$ cat config.mk
export PLATFORM = sky130hd
export DESIGN_NAME = multicycle_ctrl
export DESIGN_NICKNAME = d
export VERILOG_FILES = /design/src/rtl/multicycle_ctrl.sv
export SDC_FILE = /design/constraint.sdc
export NUM_CORES = 1
export LEC_CHECK = 0
export CELL_PAD_IN_SITES_DETAIL_PLACEMENT = 1
export CELL_PAD_IN_SITES_GLOBAL_PLACEMENT = 2
export CORE_ASPECT_RATIO = 2
export CORE_UTILIZATION = 24
export CTS_CLUSTER_DIAMETER = 100
export DETAILED_ROUTE_END_ITERATION = 8
export PLACE_DENSITY = 0.77
export SYNTH_ARGS = -nofsm -noshare
export SYNTH_HDL_FRONTEND = slang
export SYNTH_SLANG_ARGS = --single-unit
$ cat constraint.sdc
create_clock -name clk -period 1.63 [get_ports clk]
set_clock_uncertainty 0.05 [all_clocks]
set_input_delay 0.326 -clock clk [delete_from_list [all_inputs] [get_ports clk]]
set_output_delay 0.326 -clock clk [all_outputs]
set_load 0.05 [all_outputs]
$ cat src/rtl/multicycle_ctrl.sv
// rtl/multicycle_ctrl.sv - multicycle RV32 subset control FSM with retired-instruction counter
// Optional MEM_WAIT_EN: hold FETCH/MEMREAD/MEMWRITE until mem_ready.
`timescale 1ns/1ps
module multicycle_ctrl (
    input  logic        clk,
    input  logic        rst_n,
    input  logic [6:0]  op,
    input  logic [2:0]  funct3,
    input  logic        funct7b5,
    input  logic        zero,
    input  logic        mem_ready,
    output logic        pc_write,
    output logic        adr_src,
    output logic        mem_write,
    output logic        ir_write,
    output logic        reg_write,
    output logic [1:0]  result_src,
    output logic [1:0]  alu_src_a,
    output logic [1:0]  alu_src_b,
    output logic [2:0]  alu_control,
    output logic [1:0]  imm_src,
    output logic        illegal,
    output logic [3:0]  state,
    output logic [31:0] instret
);
    localparam logic [3:0] S_FETCH    = 4'd0;
    localparam logic [3:0] S_DECODE   = 4'd1;
    localparam logic [3:0] S_MEMADR   = 4'd2;
    localparam logic [3:0] S_MEMREAD  = 4'd3;
    localparam logic [3:0] S_MEMWB    = 4'd4;
    localparam logic [3:0] S_MEMWRITE = 4'd5;
    localparam logic [3:0] S_EXECR    = 4'd6;
    localparam logic [3:0] S_EXECI    = 4'd7;
    localparam logic [3:0] S_ALUWB    = 4'd8;
    localparam logic [3:0] S_BRANCH   = 4'd9;
    localparam logic [3:0] S_JAL      = 4'd10;
    localparam logic [3:0] S_TRAP     = 4'd11;

    logic [3:0]  r_state;
    logic [3:0]  w_next;
    logic [31:0] r_instret;
    logic        w_ready;
    logic        w_retire;
    logic [2:0]  w_alu_func;

`ifdef MEM_WAIT_EN
    assign w_ready = mem_ready;
`else
    logic w_unused_mem_ready;
    assign w_unused_mem_ready = mem_ready;
    assign w_ready = 1'b1;
`endif

    // Only the final state of a completed instruction counts as a retire.
    assign w_retire = (w_next == S_FETCH) &&
                      ((r_state == S_MEMWB) || (r_state == S_MEMWRITE) ||
                       (r_state == S_ALUWB) || (r_state == S_BRANCH));

    always_ff @(posedge clk or negedge rst_n) begin
        if (!rst_n) begin
            r_state   <= S_FETCH;
            r_instret <= 32'd0;
        end else begin
            r_state <= w_next;
            if (w_retire)
                r_instret <= r_instret + 32'd1;
        end
    end

    always_comb begin
        w_next = S_FETCH;
        case (r_state)
            S_FETCH:    w_next = w_ready ? S_DECODE : S_FETCH;
            S_DECODE: begin
                case (op)
                    7'b0000011, 7'b0100011: w_next = S_MEMADR;
                    7'b0110011:             w_next = S_EXECR;
                    7'b0010011:             w_next = S_EXECI;
                    7'b1100011:             w_next = S_BRANCH;
                    7'b1101111:             w_next = S_JAL;
                    default:                w_next = S_TRAP;
                endcase
            end
            S_MEMADR:   w_next = op[5] ? S_MEMWRITE : S_MEMREAD;
            S_MEMREAD:  w_next = w_ready ? S_MEMWB : S_MEMREAD;
            S_MEMWB:    w_next = S_FETCH;
            S_MEMWRITE: w_next = w_ready ? S_FETCH : S_MEMWRITE;
            S_EXECR:    w_next = S_ALUWB;
            S_EXECI:    w_next = S_ALUWB;
            S_ALUWB:    w_next = S_FETCH;
            S_BRANCH:   w_next = S_FETCH;
            S_JAL:      w_next = S_ALUWB;
            S_TRAP:     w_next = S_TRAP;
            default:    w_next = S_FETCH;
        endcase
    end

    always_comb begin
        w_alu_func = 3'b000;
        case (funct3)
            3'b000:  w_alu_func = (op[5] & funct7b5) ? 3'b001 : 3'b000;
            3'b010:  w_alu_func = 3'b101;
            3'b110:  w_alu_func = 3'b011;
            3'b111:  w_alu_func = 3'b010;
            default: w_alu_func = 3'b000;
        endcase
    end

    always_comb begin
        pc_write    = 1'b0;
        adr_src     = 1'b0;
        mem_write   = 1'b0;
        ir_write    = 1'b0;
        reg_write   = 1'b0;
        result_src  = 2'b00;
        alu_src_a   = 2'b00;
        alu_src_b   = 2'b00;
        alu_control = 3'b000;
        illegal     = 1'b0;
        case (op)
            7'b0100011: imm_src = 2'b01;
            7'b1100011: imm_src = 2'b10;
            7'b1101111: imm_src = 2'b11;
            default:    imm_src = 2'b00;
        endcase
        case (r_state)
            S_FETCH: begin
                ir_write   = w_ready;
                pc_write   = w_ready;
                alu_src_b  = 2'b10;
                result_src = 2'b10;
            end
            S_DECODE: begin
                alu_src_a = 2'b01;
                alu_src_b = 2'b01;
            end
            S_MEMADR: begin
                alu_src_a = 2'b10;
                alu_src_b = 2'b01;
            end
            S_MEMREAD:  adr_src = 1'b1;
            S_MEMWB: begin
                result_src = 2'b01;
                reg_write  = 1'b1;
            end
            S_MEMWRITE: begin
                adr_src   = 1'b1;
                mem_write = 1'b1;
            end
            S_EXECR: begin
                alu_src_a   = 2'b10;
                alu_control = w_alu_func;
            end
            S_EXECI: begin
                alu_src_a   = 2'b10;
                alu_src_b   = 2'b01;
                alu_control = w_alu_func;
            end
            S_ALUWB:    reg_write = 1'b1;
            S_BRANCH: begin
                alu_src_a   = 2'b10;
                alu_control = 3'b001;
                pc_write    = zero ^ funct3[0];
            end
            S_JAL: begin
                alu_src_a = 2'b01;
                alu_src_b = 2'b10;
                pc_write  = 1'b1;
            end
            S_TRAP:     illegal = 1'b1;
            default: ;
        endcase
        // The reset state is FETCH, whose enables must not leak out while held in reset.
        if (!rst_n) begin
            pc_write  = 1'b0;
            mem_write = 1'b0;
            ir_write  = 1'b0;
            reg_write = 1'b0;
        end
    end

    assign state   = r_state;
    assign instret = r_instret;
endmodule
==> metrics.txt <==
status=finished, violations left; failing checks=negative setup slack; root buf cell=clkbuf_16; fin util=0.5803; Worst setup SP type=flip-flop; top cells by area, synth=dfrtp_1, xnor2_1, xor2_1; CP required=about 1300 ps; GP Congestion=about 0.74; Slew Viols, Final=0; CTS Buf Count=5; worst hold slack=roughly 55 ps; post-synthesis sequential area ratio=0.4548; multi-input logic area=approximately 1400 um^2; clock slew at reported path FFs=approximately 60 ps; Initial Util=0.2494; P_sw=about 2.9 mW; leakage power=between 2 and 2.5 nW; GRT Total Usage=0.1954; share of cells above drive strength 1=0.6499; largest net degree at the start of global routing=20; DR WL/cell=17.31 um; internal power=4.231 mW; Core ar.=around 7900 um^2; crit share post-route=1.210; Synth cell types=a little over 40; vias in the first global route=approximately 2400; Hold Crit Class=primary input to async pin; ANT nets after route=0; Post-synth EDFFs=0; sequential share of power=0.164; # setup viols final=42; DRT Pass-1 Iters=4; maximum clock rate=around 0.51 GHz; Final min period=1973 ps; final hold violations=0; Longest Clk Path Bufs=2; initial antenna violation count=0; Crit Path Class=flip-flop to primary output; Die X=66.24 um; first-pass GRT wire length=around 12000 um; Die Footprint=just under 9000 um^2; Post-Synthesis Cell Area=between 1500 and 2000 um^2; CTS sink cnt=36; register area=between 900 and 1000 um^2; # DRC=0; CTS tree=done; share of total power in combinational logic=0.668; Synth warnings=0; pwr/cell area=around 1500 nW/um^2; Fill cells=roughly 800; clock group share of total power=0.168; commonest non-fill, non-tap cells in the layout=buf_4, buf_12, dfrtp_2, buf_6, xnor2_1; DP HPWL=approximately 5600 um; total global routing overflow=0; switch share=0.4045; area added between synthesis and finish=132.7%; Synth Flop Type=dfrtp_1; Seq cells post-synth=36; ANT cells=0; Worst Max-Slew Pin Slew=around 370 ps; Worst VDD drop=1.572 mV; drt total wl=7841 um; final instance area=about 4600 um^2; Slew HR=0.7508; Final nets=372; Rows=46; Via density=between 4 and 5; syn nets=roughly 220; placed inst area=3959 um^2; Die Ht=between 100 and 150 um; data arrival time of the worst path=approximately 1600 ps; Synth Instances=between 200 and 250; Final WS setup=-342.6 ps; DR iter-0 viols=40; RSZ-0062 raised after global routing=true; top-area cell type share of the netlist area=0.4548; area leader, netlist=dfrtp_1; I/O Buffers=between 60 and 70; commonest non-fill, non-tap cell in the layout=buf_4; Worst setup EP type=primary output; Post-synth ARST share=1.000; CP Max Fanout=6; Clock H-tree levels=2; total number of vias=between 2000 and 2500; clk_lat worst skew=290 ps; max_cap viols=0; Mean Syn Cell Area=about 9.7 um^2; I/O Pins=slightly below 70
[critical path, stage by stage, from the launching register on]
cell and delay, ps:
dfrtp_2 470, buf_6 150, nor2b_4 130, buf_4 130
nand3_4 100, nor3_4 160, buf_12 160
[Yosys cell counts (all sizes together) (2+ instances only)]
cell type  number
nor2           23
xnor2          22
a31oi           2
inv             8
clkbuf          3
and2            4
and4            2
buf             2
dfrtp          36
nand2          19
nor4            2
xor2           15
o21ai           4
and3            5
nor2b           6
nand4          11
o31ai           2
nand3          11
nor3           11
[power groups by stage]
stage	clock [mW]	combinational, mW	sequential (mW)
floorplan	0	1.54	1.60
global placement	0	3.94	1.17
detailed placement	0	4.03	1.17
CTS	1.22	4.64	1.16
global route	1.26	4.94	1.18
finish	1.19	4.75	1.16
[sequential cells by signal, summed over array words and instances (netlist names)]
name / count
instret: 32
state: 4
[stage by stage]
stage / cells / setup slack (ps) / setup TNS [ps] / power (mW)
2_1_floorplan: 205 / -558.7 / -4694 / 3.143
3_3_place_gp: 429 / -366.5 / -2155 / 5.109
3_5_place_dp: 429 / -336.5 / -2934 / 5.198
4_1_cts: 448 / -352.4 / -6203 / 7.023
5_1_grt: 453 / -385.5 / -9796 / 7.381
6_report: 453 / -342.6 / -7477 / 7.106
[cells by family after synthesis]
kind of cell / after synthesis / synth area share
buf+inv: 13 / 0.02526
simple gates: 102 / 0.2874
fa+ha+maj: 1 / 0.006316
compound gates: 14 / 0.04801
flops: 36 / 0.4548
xor+xnor: 37 / 0.1674
mux: 2 / 0.01074
[cell type report]
type                            instances  area share
Timing Repair Buffer                  149      0.4131
Multi-Input combinational cell        156      0.3132
Sequential cell                        36      0.2014
Clock buffer                            7     0.03312
Tap cell                               96     0.02606
Clock inverter                          1    0.006515
Inverter                                8    0.006515
[metal layers]
metal,part of all wire,global-route usage,vias up,wire length (um)
met5,0,0,-,0
met4,0.028,0.09762,0,218
met3,0.038,0.04514,11,301
met2,0.64,0.3980,52,5050
met1,0.29,0.1656,1055,2271
li1,-,-,1005,-
[final timing paths]
kind                                         start                       to  slack [ps]  cells after the start
setup / recovery                state[3]$_DFF_PN0_           alu_control[2]        -340                      6
hold / removal                               rst_n  instret[18]$_DFFE_PN0P_          60                      2
setup reg to reg                state[3]$_DFF_PN0_  instret[28]$_DFFE_PN0P_        -250                      8
hold reg to reg            instret[31]$_DFFE_PN0P_  instret[31]$_DFFE_PN0P_         480                      1
max in group asynchronous                    rst_n       state[3]$_DFF_PN0_         950                      2
min in group clk           instret[31]$_DFFE_PN0P_  instret[31]$_DFFE_PN0P_         480                      1
[what timing repair did]
| item | 4_1_cts | 5_1_grt |
|---|---|---|
| pin swaps | 27 | 18 |
| buffers inserted | 11 | 5 |
| hold buffers | 1 | 0 |
| endpoints found under the hold margin | 2 | 0 |
| gates resized for setup | 61 | 24 |
| endpoints found under the setup margin | 37 | 47 |
| cloned | 0 | 0 |
No activity file was read; power rests on OpenSTA's default activity.
